### src/rtl/sma_pkg.sv
// Shared types and constants for the time-multiplexed 4-tap moving-average scheduler.
package sma_pkg;

    localparam int SAMPLE_W  = 16;
    localparam int DIV_SHIFT = 2;

    typedef logic signed [SAMPLE_W-1:0] sample_t;
    typedef logic signed [SAMPLE_W:0]   s0_t;
    typedef logic signed [SAMPLE_W+1:0] sum_t;

    // Per-channel history: previous sample, previous pair sum, pair sum from two samples ago.
    typedef struct packed {
        sample_t xp1;
        s0_t     s0p1;
        s0_t     s2;
    } hist_t;

endpackage

### src/rtl/sma_tdm_scheduler_if.sv
// Multi-channel sample input and tagged result output of the scheduler.
interface sma_tdm_scheduler_if
    import sma_pkg::*;
#(
    parameter int N_CH = 4,
    parameter int CH_W = 2
);
    logic [N_CH-1:0]          in_valid;
    logic [N_CH-1:0]          in_ready;
    logic [SAMPLE_W*N_CH-1:0] in_data;
    logic [N_CH-1:0]          clr;
    logic                     out_valid;
    logic                     out_ready;
    logic [CH_W-1:0]          out_ch;
    sample_t                  out_data;

    // Producer / consumer side (front end plus downstream sink).
    modport master (
        output in_valid, in_data, clr, out_ready,
        input  in_ready, out_valid, out_ch, out_data
    );

    // Scheduler side.
    modport slave (
        input  in_valid, in_data, clr, out_ready,
        output in_ready, out_valid, out_ch, out_data
    );
endinterface

### src/rtl/sma_ds2_core.sv
// Combinational 4-tap moving-average step built from two pairwise sums.
module sma_ds2_core
    import sma_pkg::*;
(
    input  sample_t x,
    input  hist_t   hist,
    output sample_t y,
    output hist_t   hist_next
);
    s0_t  s0;
    sum_t sum;
    sum_t sum_adj;

    // Pair sum, full 4-tap sum, divide by 4 rounding toward zero.
    always_comb begin
        s0      = s0_t'(x) + s0_t'(hist.xp1);
        sum     = sum_t'(s0) + sum_t'(hist.s2);
        // Bias negative sums by 3 so the arithmetic shift truncates toward zero.
        sum_adj = sum + (sum[SAMPLE_W+1] ? sum_t'(3) : sum_t'(0));
        // |sum/4| <= 32768, so the quotient always fits the 16-bit result.
        y       = sample_t'(sum_adj >>> DIV_SHIFT);

        hist_next.xp1  = x;
        hist_next.s0p1 = s0;
        hist_next.s2   = hist.s0p1;
    end
endmodule

### src/rtl/sma_tdm_scheduler.sv
// Round-robin scheduler sharing one moving-average datapath across N_CH sample streams.
module sma_tdm_scheduler
    import sma_pkg::*;
#(
    parameter int N_CH = 4,
    parameter int CH_W = 2
)(
    input logic               clk,
    input logic               rst,
    sma_tdm_scheduler_if.slave bus
);
    hist_t           hist_reg [N_CH];
    logic [CH_W-1:0] rr_last_reg;
    logic            out_valid_reg;
    logic [CH_W-1:0] out_ch_reg;
    sample_t         out_data_reg;

    logic            can_acc;
    logic            grant_any;
    logic [CH_W-1:0] grant_idx;
    logic [N_CH-1:0] grant_vec;
    sample_t         x_sel;
    hist_t           hist_sel;
    hist_t           hist_upd;
    sample_t         y;

    // Round-robin search starting one past the last granted channel; blocked while output is stalled.
    always_comb begin
        int              idx;
        logic [CH_W-1:0] idx_c;
        idx       = 0;
        idx_c     = '0;
        grant_any = 1'b0;
        grant_idx = '0;
        can_acc   = !out_valid_reg || bus.out_ready;
        if (can_acc && rst) begin
            for (int i = 0; i < N_CH; i++) begin
                idx = int'(rr_last_reg) + 1 + i;
                if (idx >= N_CH) idx = idx - N_CH;
                idx_c = CH_W'(idx);
                if (!grant_any && bus.in_valid[idx_c]) begin
                    grant_any = 1'b1;
                    grant_idx = idx_c;
                end
            end
        end
    end

    genvar gi;
    generate
        for (gi = 0; gi < N_CH; gi++) begin : g_ready
            assign grant_vec[gi] = grant_any && (grant_idx == CH_W'(gi));
        end
    endgenerate

    assign bus.in_ready = grant_vec;

    // Operand select; a clear arriving with the grant makes the datapath see an empty history.
    always_comb begin
        x_sel    = bus.in_data[SAMPLE_W*grant_idx +: SAMPLE_W];
        hist_sel = bus.clr[grant_idx] ? '0 : hist_reg[grant_idx];
    end

    sma_ds2_core u_core (
        .x         (x_sel),
        .hist      (hist_sel),
        .y         (y),
        .hist_next (hist_upd)
    );

    // History banks: granted channel advances, other channels only react to their clear.
    always_ff @(posedge clk or negedge rst) begin
        if (!rst) begin
            for (int k = 0; k < N_CH; k++) hist_reg[k] <= '0;
        end else begin
            for (int k = 0; k < N_CH; k++) begin
                if (grant_any && (grant_idx == CH_W'(k))) hist_reg[k] <= hist_upd;
                else if (bus.clr[k])                      hist_reg[k] <= '0;
            end
        end
    end

    // Single output register and round-robin pointer; a grant in the handshake cycle refills it.
    always_ff @(posedge clk or negedge rst) begin
        if (!rst) begin
            out_valid_reg <= 1'b0;
            out_ch_reg    <= '0;
            out_data_reg  <= '0;
            rr_last_reg   <= CH_W'(N_CH - 1);
        end else if (grant_any) begin
            out_valid_reg <= 1'b1;
            out_ch_reg    <= grant_idx;
            out_data_reg  <= y;
            rr_last_reg   <= grant_idx;
        end else if (bus.out_ready) begin
            out_valid_reg <= 1'b0;
        end
    end

    assign bus.out_valid = out_valid_reg;
    assign bus.out_ch    = out_ch_reg;
    assign bus.out_data  = out_data_reg;

endmodule

### src/flat_wrapper.sv
// flat-port wrapper written by rule: the top's interface ports become plain ports
module sma_tdm_scheduler_flat import sma_pkg::*;
#(
    parameter int N_CH = 4,
    parameter int CH_W = 2
)
  (clk, rst, bus_in_valid, bus_in_data, bus_clr, bus_out_ready, bus_in_ready, bus_out_valid, bus_out_ch, bus_out_data);
  sma_tdm_scheduler_if #(.N_CH(N_CH), .CH_W(CH_W)) bus_i ();
  input logic clk;
  input logic rst;
  input wire logic [$bits(bus_i.in_valid)-1:0] bus_in_valid;
  input wire logic [$bits(bus_i.in_data)-1:0] bus_in_data;
  input wire logic [$bits(bus_i.clr)-1:0] bus_clr;
  input wire logic [$bits(bus_i.out_ready)-1:0] bus_out_ready;
  output wire logic [$bits(bus_i.in_ready)-1:0] bus_in_ready;
  output wire logic [$bits(bus_i.out_valid)-1:0] bus_out_valid;
  output wire logic [$bits(bus_i.out_ch)-1:0] bus_out_ch;
  output wire logic [$bits(bus_i.out_data)-1:0] bus_out_data;
  assign bus_i.in_valid = bus_in_valid;
  assign bus_i.in_data = bus_in_data;
  assign bus_i.clr = bus_clr;
  assign bus_i.out_ready = bus_out_ready;
  assign bus_in_ready = bus_i.in_ready;
  assign bus_out_valid = bus_i.out_valid;
  assign bus_out_ch = bus_i.out_ch;
  assign bus_out_data = bus_i.out_data;
  sma_tdm_scheduler #(.N_CH(N_CH), .CH_W(CH_W)) u_core (.clk(clk), .rst(rst), .bus(bus_i));
endmodule
### config.mk
export PLATFORM = sky130hd
export DESIGN_NAME = sma_tdm_scheduler_flat
export DESIGN_NICKNAME = d
export VERILOG_FILES = /design/src/rtl/sma_pkg.sv /design/src/rtl/sma_tdm_scheduler_if.sv /design/src/rtl/sma_ds2_core.sv /design/src/rtl/sma_tdm_scheduler.sv /design/src/flat_wrapper.sv
export SDC_FILE = /design/constraint.sdc
export NUM_CORES = 1
export LEC_CHECK = 0
export CAP_MARGIN = 15
export CORE_ASPECT_RATIO = 1.25
export CORE_UTILIZATION = 60
export DETAILED_ROUTE_END_ITERATION = 6
export PLACE_DENSITY = 0.78
export SLEW_MARGIN = 30
export SYNTH_ARGS = -nofsm -noshare
export SYNTH_HDL_FRONTEND = slang
export SYNTH_HIERARCHICAL = 1
export SYNTH_SLANG_ARGS = --single-unit
### constraint.sdc
create_clock -name clk -period 8.45 [get_ports clk]
set_clock_uncertainty 0.05 [all_clocks]
set_input_delay 1.69 -clock clk [delete_from_list [all_inputs] [get_ports clk]]
set_output_delay 1.69 -clock clk [all_outputs]
set_load 0.05 [all_outputs]
**After elaboration in Yosys (flattened, before gate mapping)**

Index checks and enable logic that the tools add are counted.

- Add/sub/neg operators: 11
- Multiply operators: 0
- Div/mod/pow operators: 0
- Magnitude comparators: 10
- Equal/unequal tests: 3
- Shift operators: 1
- Multiplexer cells: 46
- Bitwise operators: 1
- Reduce and logical (&&, ||, !) cells: 19

Operators with widths:

| kind | number |
|---|---|
| 2-to-1 mux 50 bit | 11 |
| binary-select mux 50 bit (select 2 bit) | 1 |
| indexed part select 64 x 7 -> 16 bit | 1 |
| 2-to-1 mux 2 bit | 14 |
| adder 17 x 17 -> 18 bit | 1 |
| adder 18 x 3 -> 18 bit | 1 |
| adder 16 x 16 -> 17 bit | 1 |
| < comparator 2 x 3 -> 1 bit, second input constant | 5 |
| 2-to-1 mux 1 bit | 15 |
| greater-or-equal comparator 4 x 3 -> 1 bit, second input constant | 3 |
| binary-select mux 1 bit (select 2 bit) | 5 |
| nonzero test 2 bit | 5 |
| adder 3 x 2 -> 4 bit, second input constant | 2 |
| logical AND 1 bit | 8 |
| subtractor 2 x 1 -> 2 bit, second input constant | 4 |
| greater-or-equal comparator 3 bit, second input constant | 2 |
| adder 3 x 1 -> 4 bit, second input constant | 1 |
| == test 2 bit, second input constant | 2 |
| zero test 1 bit | 4 |
| adder 2 x 1 -> 3 bit, second input constant | 1 |
| inverter 2 -> 3 bit | 1 |
| == test 2 x 1 -> 1 bit, second input constant | 1 |
| zero test 2 bit | 1 |
| logical OR 1 bit | 1 |

- Register bits after elaboration: 221
- Bits in latches: 0
- Bits in writable memories: 0
- Bits in read-only memories: 0
- Output and inout bits: 23
- Logic and storage cells: 107
- Memories kept: 0

**Depth between registers and ports, before layout**

- Word-level depth: 29
- Mapped depth: 36

**Hierarchy**

Netlist, hierarchy kept.

By module, submodules not included:

| module | instances | cells an instance | area each (um^2) | seq. area each (um^2) |
|---|---|---|---|---|
| sma_tdm_scheduler | 1 | 1298 | 11888.9 | 5532.8 |
| sma_ds2_core | 1 | 307 | 2290.9 | 0.0 |

**Least setup slack after synthesis**

Ideal clock, no wire load.

- Kind: in2reg
- Start: input port bus_in_valid[1]
- End: register u_core.out_data_reg[15], in the netlist u_core/bus.out_data[15]
- Library setup time: 0.125 ns
- Arrival: 8.494 ns
- Required time: 8.275 ns
- Slack: -0.219 ns
- Stages on the path: 32
- Path buffers: 3
- Cells stage by stage: nor2b_1 > and2_1 > o311ai_1 > clkbuf_1 > buf_2 > clkbuf_1 > a311oi_2 > ha_1 > fa_1 > a21o_1 > a21oi_1 > inv_1 > a21oi_1 > o21ai_0 > a41oi_1 > a21oi_1 > a2111oi_0 > nor3_1 > ha_1 > nand4_1 > o31ai_2 > nand2_1 > ha_1 > nand2_1 > nor2_1 > o21ai_0 > o21ai_4 > nand3_4 > or4b_4 > nor4b_2 > xor2_1 > mux2_2

RTL lines:

| what | line | source |
|---|---|---|
| from (decl) | flat_wrapper.sv:11 | `input wire logic [$bits(bus_i.in_valid)-1:0] bus_in_valid;` |
| to (signal assigned) | sma_tdm_scheduler.sv:93 | `out_data_reg <= y;` |
| to (decl) | sma_tdm_scheduler.sv:16 | `sample_t out_data_reg;` |

==> results.toml <==
[outcome]
status = "complete, no violations"

[layout]
design_area_sq_mm = 0.01714
area_delta_synth_final_pct = 20.88
fin_cells = 2054
largest_reg_flops = 200
drive_gt1_share_pct = 22.14
n_fill_cell = 1704
postLayoutCoreUtil_pct = 74.14
antenna_cells = 0
final_nets = 1859

[drt]
vias = 12490
drt_iter0_markers = 904
ant_nets = 0
vias_per_cell = 6.082
post_drt_wl_per_cell_um = 19.32
drt-total-wl_um = 39690
drtPass1Iterations = 6
drc = 0

[critical_path]
start_kind = "primary input"
startpoint = "bus_in_valid[1]"
criticalPathCategory = "in -> reg"
cp_max_fo = 7
reg2regPathDepth = 31
cp-end-kind = "flop"
max_stage_delay_ns = 0.55
cpMaxStageDelayCell = "or4_1"
required_ns = 8.81
reg2reg_to = "u_core/bus.out_data[15]"
cpMostUsedCell = "ha_1"
worstReg2RegStart = "u_core/rr_last_reg[1]"
reg2reg_slack_ns = 1.30
crit_arrival_ns = 8.52

[synthesis]
avgSynthCellArea_sq_um = 8.835
synth_top_area_share_pct = 38.65
yosysTopAreaCell = "dfrtp_1"
synth_edf_count = 0
synthArstFlopShare_pct = 100.0
synth_ff_type = "dfrtp_1"
syn_nets = 1716
ys_ff_latch = 221
seq_area_frac_synth_pct = 39.02
synth.area.top_cells = "dfrtp_1 39%, nand2_1 9.2%, nand2b_1 7.0%, o21ai_0 5.6%, a311oi_2 5.3%"
synth_cell_types = 77
yosysMostFrequentCell = "nand2_1"
yosysWarnings = 6
yosys-top-cells-count = "347 x nand2_1, 219 x dfrtp_1, 159 x nand2b_1"
syn_inst = 1605
netlist_area_sq_mm = 0.01418

[die]
design.die.area_sq_mm = 0.02426
die_width_um = 139.5
die_y_um = 173.9
rows = 62
start_util_pct = 61.34
coreArea_sq_mm = 0.02312
pin_count = 98

[power_and_ir_drop]
peakVddDrop_mv = 0.1915
p_per_area_mw_per_mm2 = 353.4
seqPwrFrac_pct = 24.4
internal-power_mw = 3.547
power.share.clock_pct = 18.9
p_leak_nw = 7.565
power.switching_mw = 2.511
pwr-share-comb_pct = 56.7
switching_share_pct = 41.45

[grt]
grt_pass1_wl_um = 64180
overflow = 0
antenna_found_initial = 0
first_global_vias = 12630
grt_max_degree = 101
grt_use_total_pct = 33.18

[timing]
hold_viol_final = 0
rsz0062_at_grt = "no"
worst_slew_pin_slew_ns = 0.8957
slew_violations = 0
setup_viol = 0
period_share_pct = 96.48
finalCriticalPeriod_ns = 8.153
slew_headroom_pct = 40.28
fmax_mhz = 122.7

[clocking]
clk_latency_ns = 0.54
cts_inserted_buffers = 24
cts_tree = "done"
clockBufferDepth = 3
cts_root_buf = "clkbuf_16"
clk_pin_slew_worst_paths_ns = 0.06
ctsHtreeMaxLevel = 1
clock-sinks = 221

[min_path]
worstHoldStart = "u_core/bus.out_ch[0]"
hold_end = "u_core/bus.out_ch[0]"
hp-class = "reg -> reg"
min_path_cells = 2

[placed_design]
gp_congestion = 0.8895
dpl_cell_area_sq_mm = 0.01615
portBuffers = 97
dpl.cell_count = 2008
dp_hpwl_um = 24490

[job]
cap_violations = 0
-- through the flow --
stage          TNS [ns]  hold slack (ns)  total power, mW  setup slack, ns
2_1_floorplan         0           0.4235            3.582         0.002265
3_3_place_gp     -5.613           0.4079            4.733          -0.5498
3_5_place_dp     -7.464           0.4137            4.818          -0.6759
4_1_cts               0           0.4295            5.992          0.02339
5_1_grt               0           0.4622            6.399          0.03368
6_report              0           0.4266            6.058           0.2972
-- logic make-up after synthesis --
| kind of cell | count (synthesis) | share of synthesized area (%) |
|---|---|---|
| simple gates | 713 | 25.32 |
| compound gates | 363 | 18.87 |
| flops | 221 | 39.02 |
| buf+inv | 166 | 5.727 |
| mux | 67 | 5.312 |
| xor+xnor | 39 | 2.462 |
| fa+ha+maj | 36 | 3.282 |
-- worst max-delay path by stage --
stage               slack (ns)                      end
finish                    0.30  u_core/bus.out_data[15]
global route              0.03  u_core/bus.out_data[15]
global placement         -0.55  u_core/bus.out_data[15]
detailed placement       -0.68  u_core/bus.out_data[15]
floorplan                0.002  u_core/bus.out_data[15]
CTS                       0.02  u_core/bus.out_data[15]
-- power by group through the flow --
stage | logic (mW) | clock network [mW] | registers, mW
final | 3.44 | 1.14 | 1.48
after CTS | 3.37 | 1.15 | 1.48
after global routing | 3.70 | 1.19 | 1.50
after floorplan | 1.98 | 0 | 1.60
after detailed placement | 3.33 | 0 | 1.49
after global placement | 3.26 | 0 | 1.48
-- final cells by class --
class | instances | area, sq um | share of cell area, %
clock buffers | 28 | 645.6 | 3.767
clock inverters | 16 | 211.5 | 1.234
inverters | 9 | 33.78 | 0.1971
multi-input cells | 1218 | 8019 | 46.78
flip-flops and latches | 221 | 5533 | 32.28
well taps | 288 | 360.3 | 2.102
repair buffers | 274 | 2337 | 13.64
-- layer usage --
layer  wire, um  vias up  GRT usage, %
met5          0        -             0
met3       2757      109         4.337
met4       1177        0         13.06
met2      19770      551         58.08
met1      15980     6037         41.41
li1           -     5796             -
-- cell usage in the layout (no fill, tap or decap), drive strengths merged, types with 34 or more instances in the layout --
| cell | Yosys | final |
|---|---|---|
| a311oi | 51 | 51 |
| nand2b | 159 | 159 |
| ha | 34 | 34 |
| nor2b | 57 | 57 |
| mux2 | 66 | 66 |
| a211oi | 55 | 55 |
| a21oi | 34 | 34 |
| dfrtp | 219 | 219 |
| clkdlybuf4s50 | 0 | 91 |
| o21ai | 163 | 163 |
| buf | 55 | 179 |
| and3 | 68 | 68 |
| nand2 | 347 | 347 |
-- worst max-delay path: cells and delay by family --
kind / cells / cell delay (ns)
simple gates: 12 / 2.79
compound gates: 13 / 2.21
fa+ha+maj: 3 / 0.98
buf+inv: 2 / 0.46
mux: 1 / 0.27
xor+xnor: 1 / 0.11
-- timing repair --
item	4_1_cts	5_1_grt
gates resized for setup	9	20
pin swaps	1	6
hold buffers	0	0
hold endpoints to repair	0	0
endpoints found under the setup margin	7	15
buffers inserted	0	2
Note: power is estimated with default switching activity, not from simulation.
